[config.mk]
export PLATFORM = sky130hd
export DESIGN_NAME = io_control
export DESIGN_NICKNAME = d
export VERILOG_FILES = /design/src/rtl/io_control_pkg.sv /design/src/rtl/button_debounce.sv /design/src/rtl/io_control.sv
export SDC_FILE = /design/constraint.sdc
export NUM_CORES = 1
export LEC_CHECK = 0
export ABC_AREA = 0
export CELL_PAD_IN_SITES_DETAIL_PLACEMENT = 0
export CELL_PAD_IN_SITES_GLOBAL_PLACEMENT = 1
export CORE_AREA = 2 2 39 41
export CTS_BUF_LIST = sky130_fd_sc_hd__clkbuf_8
export DETAILED_ROUTE_END_ITERATION = 8
export DIE_AREA = 0 0 41 43
export MAX_ROUTING_LAYER = met4
export PLACE_DENSITY = 0.68
export SLEW_MARGIN = 10
export SYNTH_ARGS = -nofsm -noshare
export SYNTH_HDL_FRONTEND = slang
export SYNTH_HIERARCHICAL = 1
export SYNTH_SLANG_ARGS = --single-unit
export TNS_END_PERCENT = 1
[constraint.sdc]
create_clock -name clk -period 1 [get_ports clk]
set_input_delay 0.3 -clock clk [delete_from_list [all_inputs] [get_ports clk]]
set_output_delay 0.3 -clock clk [all_outputs]
set_load 0.01 [all_outputs]
[src/rtl/io_control_pkg.sv]
// Shared constants and the command priority helper for the front-panel button interface.
package io_control_pkg;

    localparam int BTN_GEN     = 0;
    localparam int BTN_ENCRYPT = 1;
    localparam int BTN_DECRYPT = 2;
    localparam int NUM_BUTTONS = 3;

    localparam logic [NUM_BUTTONS-1:0] BUTTONS_IDLE = 3'b111;
    localparam logic                   BTN_RELEASED = 1'b1;

    // Keeps only the highest-priority press (gen > encrypt > decrypt); the rest are dropped.
    function automatic logic [NUM_BUTTONS-1:0] prio_select(input logic [NUM_BUTTONS-1:0] press);
        logic [NUM_BUTTONS-1:0] sel;
        sel = '0;
        if (press[BTN_GEN]) begin
            sel[BTN_GEN] = 1'b1;
        end else if (press[BTN_ENCRYPT]) begin
            sel[BTN_ENCRYPT] = 1'b1;
        end else if (press[BTN_DECRYPT]) begin
            sel[BTN_DECRYPT] = 1'b1;
        end
        return sel;
    endfunction

endpackage

[src/rtl/button_debounce.sv]
// One button channel: 2-flop synchroniser, level debouncer and press (1->0) edge detect.
module button_debounce
    import io_control_pkg::*;
#(
    parameter int DEBOUNCE_CYCLES = 1
) (
    input  logic clk,
    input  logic rst_n,
    input  logic btn_n,
    output logic press
);

    localparam int CNT_W = (DEBOUNCE_CYCLES < 1) ? 1 : $clog2(DEBOUNCE_CYCLES + 1);
    localparam logic [CNT_W-1:0] CNT_LAST = CNT_W'(DEBOUNCE_CYCLES - 1);

    logic             sync1_q, sync2_q;
    logic             db_q, db_d;
    logic             db_dly_q;
    logic [CNT_W-1:0] cnt_q, cnt_d;

    always_comb begin
        db_d  = db_q;
        cnt_d = cnt_q;
        if (sync2_q == db_q) begin
            cnt_d = '0;
        end else if (cnt_q == CNT_LAST) begin
            db_d  = sync2_q;
            cnt_d = '0;
        end else begin
            cnt_d = cnt_q + CNT_W'(1);
        end
    end

    always_ff @(posedge clk or negedge rst_n) begin
        if (!rst_n) begin
            sync1_q  <= BTN_RELEASED;
            sync2_q  <= BTN_RELEASED;
            db_q     <= BTN_RELEASED;
            db_dly_q <= BTN_RELEASED;
            cnt_q    <= '0;
        end else begin
            sync1_q  <= btn_n;
            sync2_q  <= sync1_q;
            db_q     <= db_d;
            db_dly_q <= db_q;
            cnt_q    <= cnt_d;
        end
    end

    // Only the accepted 1->0 transition counts; release is silent.
    assign press = db_dly_q & ~db_q;

endmodule

[src/rtl/io_control.sv]
// Front-panel buttons to single-cycle gen/encrypt/decrypt command strobes.
module io_control
    import io_control_pkg::*;
#(
    parameter int DEBOUNCE_CYCLES = 1
) (
    input  logic                   clk,
    input  logic                   rst_n,
    input  logic [NUM_BUTTONS-1:0] buttons,
    output logic                   gen,
    output logic                   encrypt,
    output logic                   decrypt
);

    logic [NUM_BUTTONS-1:0] press;
    logic [NUM_BUTTONS-1:0] strobe_d, strobe_q;

    for (genvar i = 0; i < NUM_BUTTONS; i++) begin : g_btn
        button_debounce #(
            .DEBOUNCE_CYCLES(DEBOUNCE_CYCLES)
        ) u_debounce (
            .clk  (clk),
            .rst_n(rst_n),
            .btn_n(buttons[i]),
            .press(press[i])
        );
    end

    always_comb begin
        strobe_d = prio_select(press);
    end

    always_ff @(posedge clk or negedge rst_n) begin
        if (!rst_n) begin
            strobe_q <= '0;
        end else begin
            strobe_q <= strobe_d;
        end
    end

    assign gen     = strobe_q[BTN_GEN];
    assign encrypt = strobe_q[BTN_ENCRYPT];
    assign decrypt = strobe_q[BTN_DECRYPT];

endmodule

==> Word-level counts from Yosys, hierarchy flattened <==
Cells that the tools add are included.
{ "op_classes": {"n_mux": 11, "n_reduce_logical": 3, "bitwise_logic": 12, "eq_ne": 3, "add_sub_neg": 3} }
{ "ops": {"columns": ["op", "count"], "rows": [
  ["$mux W1", 10],
  ["$not A1 Y1", 9],
  ["$reduce_and A2 Y1", 3],
  ["$add A1 B1 Y1 const B", 3],
  ["$and A1 B1 Y1", 3],
  ["$eq A1 B1 Y1", 3],
  ["$mux W2", 1]
]} }
{ "totals": {"out_inout_bits": 3, "register_bits": 18, "in_bits": 5, "wordCells": 48} }

==> Depth between registers and ports, before layout <==
Gate-level depths: netlist of the first run.
{ "depth": {"word_depth": 5, "ltp_mapped": 2, "depth_no_buf": 2} }

==> Modules after synthesis <==
Netlist of the first run, hierarchy kept.
{ "by_module_without_submodules": {"columns": ["mod", "cells_per_inst", "n_inst", "seq_area_each_um2", "area_each_um2"], "rows": [
  ["button_debounce", 6, 3, 105.1, 122.6],
  ["io_control", 5, 1, 75.1, 93.8]
]} }

==> Worst setup path before layout of the first run <==
No wires, ideal clock.
{ "synth_timing": {"path_type": "register to register", "start": "register g_btn[2].u_debounce.db_q", "end": "register strobe_q[2]", "t_required_ns": 0.881, "period_less_slack_ns": 0.814, "n_path_buf": 0, "path_slack_ns": 0.186, "path_stages_with_launch": 3, "t_arrival_ns": 0.694, "setup_time_ns": 0.119, "path_cell_list": "dfstp_2 nor2b_4 nor3b_2"} }
{ "synth_between": {"elab_chain_len": 5} }
{ "synth_rtl": {"columns": ["item", "line", "source"], "rows": [
  ["start, declared", "button_debounce.sv:17", "logic db_q, db_d;"],
  ["start signal, assigned", "button_debounce.sv:38", "db_q <= BTN_RELEASED;"],
  ["start signal, assigned", "button_debounce.sv:44", "db_q <= db_d;"],
  ["$not A1 Y1", "button_debounce.sv:51", "assign press = db_dly_q & ~db_q;"],
  ["$and A1 B1 Y1", "button_debounce.sv:51", null],
  ["via press[2]", "io_control.sv:15", "logic [NUM_BUTTONS-1:0] press;"],
  ["$mux W1", "io_control_pkg.sv:20", "end else if (press[BTN_DECRYPT]) begin"],
  ["$mux W1", "io_control_pkg.sv:18", "end else if (press[BTN_ENCRYPT]) begin"],
  ["$mux W2", "io_control_pkg.sv:16", "if (press[BTN_GEN]) begin"],
  ["via strobe_d[2]", "io_control.sv:16", "logic [NUM_BUTTONS-1:0] strobe_d, strobe_q;"],
  ["end signal, assigned", "io_control.sv:37", "strobe_q <= strobe_d;"],
  ["end, declared", "io_control.sv:16", null]
]} }
The timed path passes the listed nets, and every way through them passes these cells.
A chain may end at the register's enable or synchronous reset.

==> Worst setup path in the final report of the first run <==
{ "layout_timing": {"start": "register strobe_q[2]", "end": "output port decrypt"} }
{ "layout_rtl": {"columns": ["item", "line", "source"], "rows": [
  ["end, declared", "io_control.sv:12", "output logic decrypt"]
]} }
No word-level cell between the ends.

==> impl_metrics.py, run 1 <==
metrics = {
    "status": {
        "status": "finished, violations left",
        "violations": "negative setup slack",
    },
    "clock_network": {
        "cts.root.buffer_cell": "clkbuf_8",
        "clockBufferDepth": 2,
        "clk_pin_slew_worst_paths_ns": 0.06,
        "cts.sinks": 15,
        "numCtsBuffers": 3,
        "cts_tree": "yes",
        "worstSkewPairLatency_ns": 0.24,
        "htree_levels": 1,
    },
    "setup_path": {
        "worstPathMaxFanout": 1,
        "crit_path_end_kind": "output pin",
        "cp-start-kind": "register",
        "crit_required_ns": 0.70,
        "path_buf_inv": 1,
        "cp_cell_sequence": "buf_6",
        "cp_top_family": "flip-flops",
        "cp.arrival_ns": 0.73,
        "reg2reg_depth": 2,
        "regToRegSetupSlack_ns": 0.16,
        "crit_slowest_cell": "dfrtp_1",
        "r2r_start": "g_btn[2].u_debounce/db_dly_q$_DFF_PN1_",
        "path_class": "reg2out",
        "max_stage_delay_ns": 0.38,
        "reg2reg_to": "strobe_q[2]$_DFF_PN0_",
    },
    "global_routing": {
        "grt_max_degree": 10,
        "grt_pass1_wl_um": 876,
        "grt_use_total_pct": 8.14,
        "grt_pass1_vias": 229,
        "grt-ovfl-total": 0,
        "antenna_found_initial": 0,
    },
    "power_and_ir_drop": {
        "cellPowerDensity_nw_per_um2": 2000,
        "power.leakage_nw": 0.262,
        "irDropWorstVdd_mv": 0.866,
    },
    "floorplan": {
        "die_w_um": 41,
        "initial_utilization_pct": 33.4,
        "die_h_um": 43,
        "rows": 14,
        "ios": 8,
        "coreArea_um2": 1380,
        "dieArea_um2": 1760,
    },
    "sta": {
        "finalSetupViolCount": 3,
        "fin_ws_ns": -0.0348,
        "finalCritPeriodShare_pct": 103,
        "slew_violations": 0,
        "tightest_slew_ns": 0.116,
        "whs_ns": 0.355,
        "fin_crit_ns": 1.03,
        "skew_ns": 0.00226,
        "rsz0062_at_grt": "yes",
        "relSlewSlack_pct": 92.2,
        "fmax_ghz": 0.966,
        "hold_viol": 0,
    },
    "synth": {
        "syn-mean-instance-area_um2": 20.1,
        "async_flop_share_pct": 100,
        "yosys_warnings": 6,
        "yosys-top-cells-area": "dfstp_2 68%, dfrtp_1 16%, nor2b_4 8.9%",
        "ys_seq_area_share_pct": 84.6,
        "syn_inst": 23,
        "syn_nets": 28,
        "synth_edf_count": 0,
        "synth_common_cells": "12 x dfstp_2, 3 x clkbuf_1, 3 x dfrtp_1, 3 x nor2b_4",
        "yosysMostFrequentCell": "dfstp_2",
        "synth_seq_cells": 15,
        "synth.distinct_cells": 6,
        "synth_area_um2": 462,
        "synth_top_area_share_pct": 68.3,
        "synthFlopType": "dfstp_2",
        "yosysTopAreaCell": "dfstp_2",
    },
    "placement": {
        "gp_congestion": 0.585,
        "portBuffers": 7,
        "hpwlAfterDp_um": 380,
        "pre_cts_ws_ns": -0.148,
    },
    "drt": {
        "via_count": 190,
        "wl_um": 501,
        "first_pass_iters": 1,
        "drtAntennaViolNets": 0,
        "drt-initial-drc-count": 0,
        "vias_per_cell": 3.88,
        "wl_per_cell_um": 10.2,
        "drcViolationCount": 0,
    },
    "cells_and_area": {
        "multi_input_area_um2": 60.1,
        "fin_nets": 39,
        "n_fill_cell": 128,
        "drive_gt1_share_pct": 75.8,
        "diodes": 0,
        "synthToLayoutAreaGrowth_pct": 29.8,
        "seq_area_um2": 390,
    },
    "worst_hold_path": {
        "hold_end": "g_btn[0].u_debounce/db_q$_DFFE_PN1P_",
        "hp-start": "g_btn[0].u_debounce/sync2_q$_DFF_PN1_",
        "hold_path_depth": 0,
        "hp-class": "reg2reg",
    },
    "flow_run": {
        "drv_cap": 0,
    },
}
-- through the flow --
stage / setup TNS [ns] / util (%) / power (W) / instance area, um^2 / cells
2_1_floorplan: 0 / - / 0.000700 / 462 / 23
3_3_place_gp: -0.369 / 40.1 / 0.000741 / 556 / 45
6_report: -0.0896 / 43.3 / 0.00120 / 599 / 49
3_5_place_dp: -0.403 / 40.1 / 0.000746 / 556 / 45
4_1_cts: -0.123 / 42.4 / 0.00122 / 587 / 49
5_1_grt: -0.180 / 43.3 / 0.00126 / 599 / 49
-- area by class of cell --
type                       instances  share of cell area (%)
clock buffer                       3                    6.89
sequential                        15                    65.1
timing repair buffer               9                    13.8
multi-input combinational          5                    10.0
tap                               16                    3.34
clock inverter                     1                   0.835
-- timing repair --
item / 4_1_cts / 5_1_grt
gates resized for setup: 12 / 2
buffers inserted: 0 / 0
hold buffers: 0 / 0
endpoints found under the setup margin: 3 / 3
-- logic make-up (layout without fill, tap and decap cells) --
logic type    Yosys count  in the layout  synth area share (%)
simple gates            5              5                  13.0
flops                  15             15                  84.6
buf+inv                 3             13                  2.44
-- registers in the layout, summed over array words and instances, names as in the netlist --
register and cells:
g_btn.u_debounce/db_q 3, strobe_q 3, g_btn.u_debounce/sync1_q 3, g_btn.u_debounce/sync2_q 3, g_btn.u_debounce/db_dly_q 3
-- power breakdown --
part	internal [W]	total [W]	switching (W)
Combinational	0.0000395	0.0000619	0.0000224
Clock	0.000275	0.000464	0.000189
Sequential	0.000658	0.000672	0.0000144
-- worst max-delay path by stage --
stage / cells after the start / endpoint / startpoint / slack [ns]
after global placement: 1 / encrypt / strobe_q[1]$_DFF_PN0_ / -0.12
after detailed placement: 1 / decrypt / strobe_q[2]$_DFF_PN0_ / -0.15
final: 1 / decrypt / strobe_q[2]$_DFF_PN0_ / -0.03
after floorplan: 2 / strobe_q[2]$_DFF_PN0_ / g_btn[2].u_debounce/db_q$_DFFE_PN1P_ / 0.19
after CTS: 1 / decrypt / strobe_q[2]$_DFF_PN0_ / -0.05
after global routing: 1 / gen / strobe_q[0]$_DFF_PN0_ / -0.06
-- cell usage in the layout (no fill, tap or decap) --
| cell type | netlist | layout |
|---|---|---|
| buf_2 | 0 | 1 |
| buf_4 | 0 | 2 |
| buf_6 | 0 | 2 |
| clkbuf_8 | 0 | 3 |
| clkdlybuf4s50_1 | 0 | 4 |
| clkinv_2 | 0 | 1 |
| dfrtp_1 | 3 | 3 |
| dfstp_2 | 12 | 12 |
| nor2b_1 | 1 | 1 |
| nor2b_4 | 3 | 3 |
| nor3b_2 | 1 | 1 |
-- metal layers --
metal  part of all wire (%)  track usage, %  vias to the layer above  wire length (um)
li1                       -               -                       86                 -
met1                     42            8.07                       96               210
met2                     51            12.2                        8               258
met3                    6.4            3.14                        0                32
met4                      0            6.00                        0                 0
met5                      0               -                        -                 0
(Power assumes the default switching activity.)
==> run 2: changes to the inputs <==
--- a/config.mk
+++ b/config.mk
@@ -14,6 +14,7 @@
 export DIE_AREA = 0 0 41 43
 export MAX_ROUTING_LAYER = met4
 export PLACE_DENSITY = 0.68
+export SETUP_SLACK_MARGIN = 0.4
 export SLEW_MARGIN = 10
 export SYNTH_ARGS = -nofsm -noshare
 export SYNTH_HDL_FRONTEND = slang
==> constraint.sdc (replaced) <==
create_clock -name clk -period 1.3 [get_ports clk]
set_input_delay 0.195 -clock clk [delete_from_list [all_inputs] [get_ports clk]]
set_output_delay 0.195 -clock clk [all_outputs]
set_load 0.01 [all_outputs]
==> run 2 against run 1 <==
- the run now ends clean
- clock power fell by 25%
- hold slack got worse by 0.094 ns
- total power fell by 24%
- worst setup slack improved by 0.41 ns
- critical path type unchanged
- critical endpoint is now encrypt
==> impl_metrics.py, run 2 (synthesis results as in run 1) <==
metrics = {
    "sta": {
        "relSlewSlack_pct": 88.2,
        "slew_violations": 0,
        "fmax_ghz": 1.08,
        "skew_ns": 0.00450,
        "whs_ns": 0.261,
        "fin_crit_ns": 0.922,
        "tns_ns": 0,
        "finalSetupViolCount": 0,
        "finalCritPeriodShare_pct": 70.9,
        "tightest_slew_ns": 0.177,
        "hold_viol": 0,
        "rsz0062_at_grt": "yes",
    },
    "cells_and_area": {
        "layout_commonest_cell": "dfstp_2",
        "seq_area_um2": 390,
        "synthToLayoutAreaGrowth_pct": 25.5,
        "drive_gt1_share_pct": 75.0,
        "final_cell_mix": "12 x dfstp_2, 4 x clkdlybuf4s50_1",
        "fin_nets": 38,
        "multi_input_area_um2": 60.1,
        "n_fill_cell": 128,
        "diodes": 0,
    },
    "setup_path": {
        "crit_required_ns": 1.11,
        "cp_top_family": "flip-flops",
        "path_class": "reg2out",
        "cp-start-kind": "register",
        "max_stage_delay_ns": 0.36,
        "crit_slowest_cell": "dfrtp_1",
        "cp.arrival_ns": 0.73,
        "crit_path_end_kind": "output pin",
        "worstPathMaxFanout": 1,
        "cp_cell_sequence": "buf_2",
        "path_buf_inv": 1,
    },
    "global_routing": {
        "grt_max_degree": 16,
        "grt_pass1_wl_um": 634,
        "grt_use_total_pct": 5.68,
        "grt-ovfl-total": 0,
        "grt_pass1_vias": 181,
        "antenna_found_initial": 0,
    },
    "clock_network": {
        "worstSkewPairLatency_ns": 0.24,
        "cts.sinks": 15,
        "cts_tree": "yes",
        "cts.root.buffer_cell": "clkbuf_8",
        "htree_levels": 1,
        "numCtsBuffers": 3,
        "cts_setup_buffers": 0,
        "clockBufferDepth": 2,
        "clk_pin_slew_worst_paths_ns": 0.06,
    },
    "drt": {
        "drcViolationCount": 0,
        "first_pass_iters": 1,
        "wl_per_cell_um": 8.63,
        "wl_um": 414,
        "drtAntennaViolNets": 0,
        "via_count": 184,
        "vias_per_cell": 3.83,
        "drt-initial-drc-count": 0,
    },
    "power_and_ir_drop": {
        "irDropWorstVdd_mv": 0.758,
        "power.leakage_nw": 0.255,
        "cellPowerDensity_nw_per_um2": 1570,
    },
    "floorplan": {
        "ios": 8,
        "die_w_um": 41,
        "rows": 14,
        "dieArea_um2": 1760,
        "initial_utilization_pct": 33.4,
        "coreArea_um2": 1380,
        "die_h_um": 43,
    },
    "placement": {
        "gp_congestion": 0.580,
        "portBuffers": 7,
    },
    "worst_hold_path": {
        "hp-class": "in2async",
    },
    "status": {
        "status": "completed",
    },
    "flow_run": {
        "drv_cap": 0,
    },
}
-- run 2: timing repair --
item                       CTS  global route
gates resized for setup     12             0
hold buffers                 0             0
setup endpoints to repair    3             3
-- run 2: area by class of cell --
class,count,area share (%)
clock buffers,3,7.13
clock inverters,1,0.864
multi-input cells,5,10.4
flip-flops and latches,15,67.4
well taps,16,3.46
repair buffers,8,10.8
-- run 2: power by group --
part           internal [W]  switching, W  leakage [nW]
clock              0.000211      0.000139        0.0255
combinational     0.0000250     0.0000165        0.0642
sequential         0.000506    0.00000973         0.166
-- run 2: worst register-to-register path: stages (launching register included) --
cell,delay [ns]
dfstp_2,0.51
nor2b_4,0.14
nor2b_1,0.14
-- run 2: metal layers --
metal  share of wire (%)  track usage, %  routed length [um]
met4                   0            4.00                   0
met3                 9.9            1.57                  41
met5                   0               -                   0
met2                  53            9.38                 218
met1                  37            5.19                 154
-- run 2: path summary, 6_finish.rpt --
| check | depth (start not counted) | start | end | slack, ns |
|---|---|---|---|---|
| setup / recovery | 1 | strobe_q[1]$_DFF_PN0_ | encrypt | 0.38 |
| hold / removal | 2 | rst_n | strobe_q[0]$_DFF_PN0_ | 0.26 |
| setup reg to reg | 2 | g_btn[1].u_debounce/db_dly_q$_DFF_PN1_ | strobe_q[1]$_DFF_PN0_ | 0.44 |
| hold reg to reg | 0 | g_btn[1].u_debounce/sync2_q$_DFF_PN1_ | g_btn[1].u_debounce/db_q$_DFFE_PN1P_ | 0.35 |
| max in group asynchronous | 2 | rst_n | g_btn[2].u_debounce/db_dly_q$_DFF_PN1_ | 0.80 |
| min in group clk | 0 | g_btn[1].u_debounce/sync2_q$_DFF_PN1_ | g_btn[1].u_debounce/db_q$_DFFE_PN1P_ | 0.35 |
-- run 2: metrics by stage --
step / util (%) / total power [W] / instances / setup WS, ns / instance area [um^2]
after detailed placement: 39.6 / 0.000570 / 44 / 0.260 / 548
final: 41.9 / 0.000907 / 48 / 0.378 / 579
after global routing: 41.9 / 0.000951 / 48 / 0.350 / 579
after CTS: 41.9 / 0.000920 / 48 / 0.363 / 579
after floorplan: - / 0.000538 / 23 / 0.486 / 462
after global placement: 39.6 / 0.000568 / 44 / 0.283 / 548
==> run 3: changes to the inputs <==
==> constraint.sdc (replaced) <==
create_clock -name clk -period 0.9 [get_ports clk]
set_input_delay 0.135 -clock clk [delete_from_list [all_inputs] [get_ports clk]]
set_output_delay 0.135 -clock clk [all_outputs]
set_load 0.01 [all_outputs]
==> run 3 against run 2 <==
- clock skew hardly changed
- cell count is the same
- register-to-register slack got worse by 0.40 ns
- sequential power up 44%
- sequential share of layout area unchanged
- clock power increased by 45%
- count of clock-buffer cells in the layout did not move
- non-clock buffer count is the same
- utilization unchanged
==> impl_metrics.py, run 3 (synthesis results as in run 1) <==
metrics = {
    "setup_path": {
        "cp_top_family": "flip-flops",
        "cp_cell_sequence": "buf_2",
        "path_buf_inv": 1,
        "regToRegSetupSlack_ns": 0.04,
        "cp.arrival_ns": 0.73,
        "path_class": "reg2out",
        "worstPathMaxFanout": 1,
        "cp-start-kind": "register",
        "max_stage_delay_ns": 0.36,
        "crit_required_ns": 0.76,
        "reg2reg_to": "strobe_q[1]$_DFF_PN0_",
        "r2r_start": "g_btn[1].u_debounce/db_dly_q$_DFF_PN1_",
        "reg2reg_depth": 2,
        "crit_path_end_kind": "output pin",
        "crit_slowest_cell": "dfrtp_1",
        "crit_path_start": "strobe_q[1]$_DFF_PN0_",
    },
    "clock_network": {
        "cts.root.buffer_cell": "clkbuf_8",
        "clk_pin_slew_worst_paths_ns": 0.06,
        "cts.sinks": 15,
        "numCtsBuffers": 3,
        "worstSkewPairLatency_ns": 0.24,
        "cts_setup_buffers": 0,
        "clockBufferDepth": 2,
        "htree_levels": 1,
        "cts_tree": "yes",
    },
    "status": {
        "status": "completed",
    },
    "power_and_ir_drop": {
        "power.leakage_nw": 0.255,
        "cellPowerDensity_nw_per_um2": 2260,
        "irDropWorstVdd_mv": 1.09,
        "power_w": 0.00131,
    },
    "global_routing": {
        "grt_use_total_pct": 5.80,
        "grt_max_degree": 16,
        "antenna_found_initial": 0,
        "grt-ovfl-total": 0,
        "grt_pass1_vias": 185,
        "grt_pass1_wl_um": 655,
    },
    "drt": {
        "drcViolationCount": 0,
        "wl_um": 412,
        "wl_per_cell_um": 8.58,
        "via_count": 185,
        "vias_per_cell": 3.85,
        "drtAntennaViolNets": 0,
        "drt-initial-drc-count": 0,
        "first_pass_iters": 1,
    },
    "cells_and_area": {
        "drive_gt1_share_pct": 75.0,
        "synthToLayoutAreaGrowth_pct": 25.5,
        "layout_commonest_cell": "dfstp_2",
        "diodes": 0,
        "n_fill_cell": 128,
        "final_cell_mix": "12 x dfstp_2, 4 x clkdlybuf4s50_1",
        "fin_nets": 38,
        "post-route-util_pct": 41.9,
    },
    "floorplan": {
        "coreArea_um2": 1380,
        "die_h_um": 43,
        "initial_utilization_pct": 33.4,
        "dieArea_um2": 1760,
        "die_w_um": 41,
        "rows": 14,
        "ios": 8,
    },
    "sta": {
        "hold_viol": 0,
        "tns_ns": 0,
        "finalSetupViolCount": 0,
        "tightest_slew_ns": 0.176,
        "rsz0062_at_grt": "yes",
        "fmax_ghz": 1.16,
        "slew_violations": 0,
        "relSlewSlack_pct": 88.2,
        "fin_crit_ns": 0.863,
        "skew_ns": 0.00419,
        "finalCritPeriodShare_pct": 95.9,
    },
    "placement": {
        "gp_congestion": 0.580,
        "portBuffers": 7,
    },
    "worst_hold_path": {
        "hp-class": "in2async",
    },
    "flow_run": {
        "drv_cap": 0,
    },
}
==> run 3: cell counts in the layout (fill, tap and decap cells not counted) <==
Identical to the previous run, type by type.
==> run 3: timing repair <==
action                     4_1_cts  5_1_grt
cloned                           0        0
resized for setup               12        0
setup endpoints to repair       15       15
hold buffers                     0        0
==> run 3: metal layers <==
layer  GRT usage [%]  wire (um)
met5               -          0
met4            4.00          0
met2            9.38        218
met3            1.57         41
met1            5.56        152
==> run 3: how the worst max path moves through the flow <==
| stage | end | slack [ns] | cells past startpoint |
|---|---|---|---|
| floorplan | strobe_q[2]$_DFF_PN0_ | 0.09 | 2 |
| global placement | gen | -0.06 | 1 |
| detailed placement | encrypt | -0.08 | 1 |
| CTS | encrypt | 0.02 | 1 |
| global route | encrypt | 0.009 | 1 |
| finish | encrypt | 0.04 | 1 |
==> run 3: power breakdown <==
group	leakage, nW	internal [W]	switching [W]	total (W)
clock	0.0255	0.000305	0.000201	0.000506
sequential	0.166	0.000731	0.0000139	0.000745
combinational	0.0642	0.0000360	0.0000238	0.0000598
total	0.255	0.00107	0.000239	0.00131
==> run 3: per-stage QoR <==
step	instances	hold WS (ns)	cell area, um^2	setup WS, ns
3_3_place_gp	44	0.346	548	-0.0572
2_1_floorplan	23	-0.161	462	0.0863
6_report	48	0.200	579	0.0373
3_5_place_dp	44	0.347	548	-0.0800
5_1_grt	48	0.227	579	0.00858
4_1_cts	48	0.204	579	0.0220
==> run 3: layout make-up <==
cell class,instances,area (um^2),share of cell area [%]
Sequential cell,15,390,67.4
Timing Repair Buffer,8,62.6,10.8
Multi-Input combinational cell,5,60.1,10.4
Clock buffer,3,41.3,7.13
Tap cell,16,20.0,3.46
Clock inverter,1,5.00,0.864
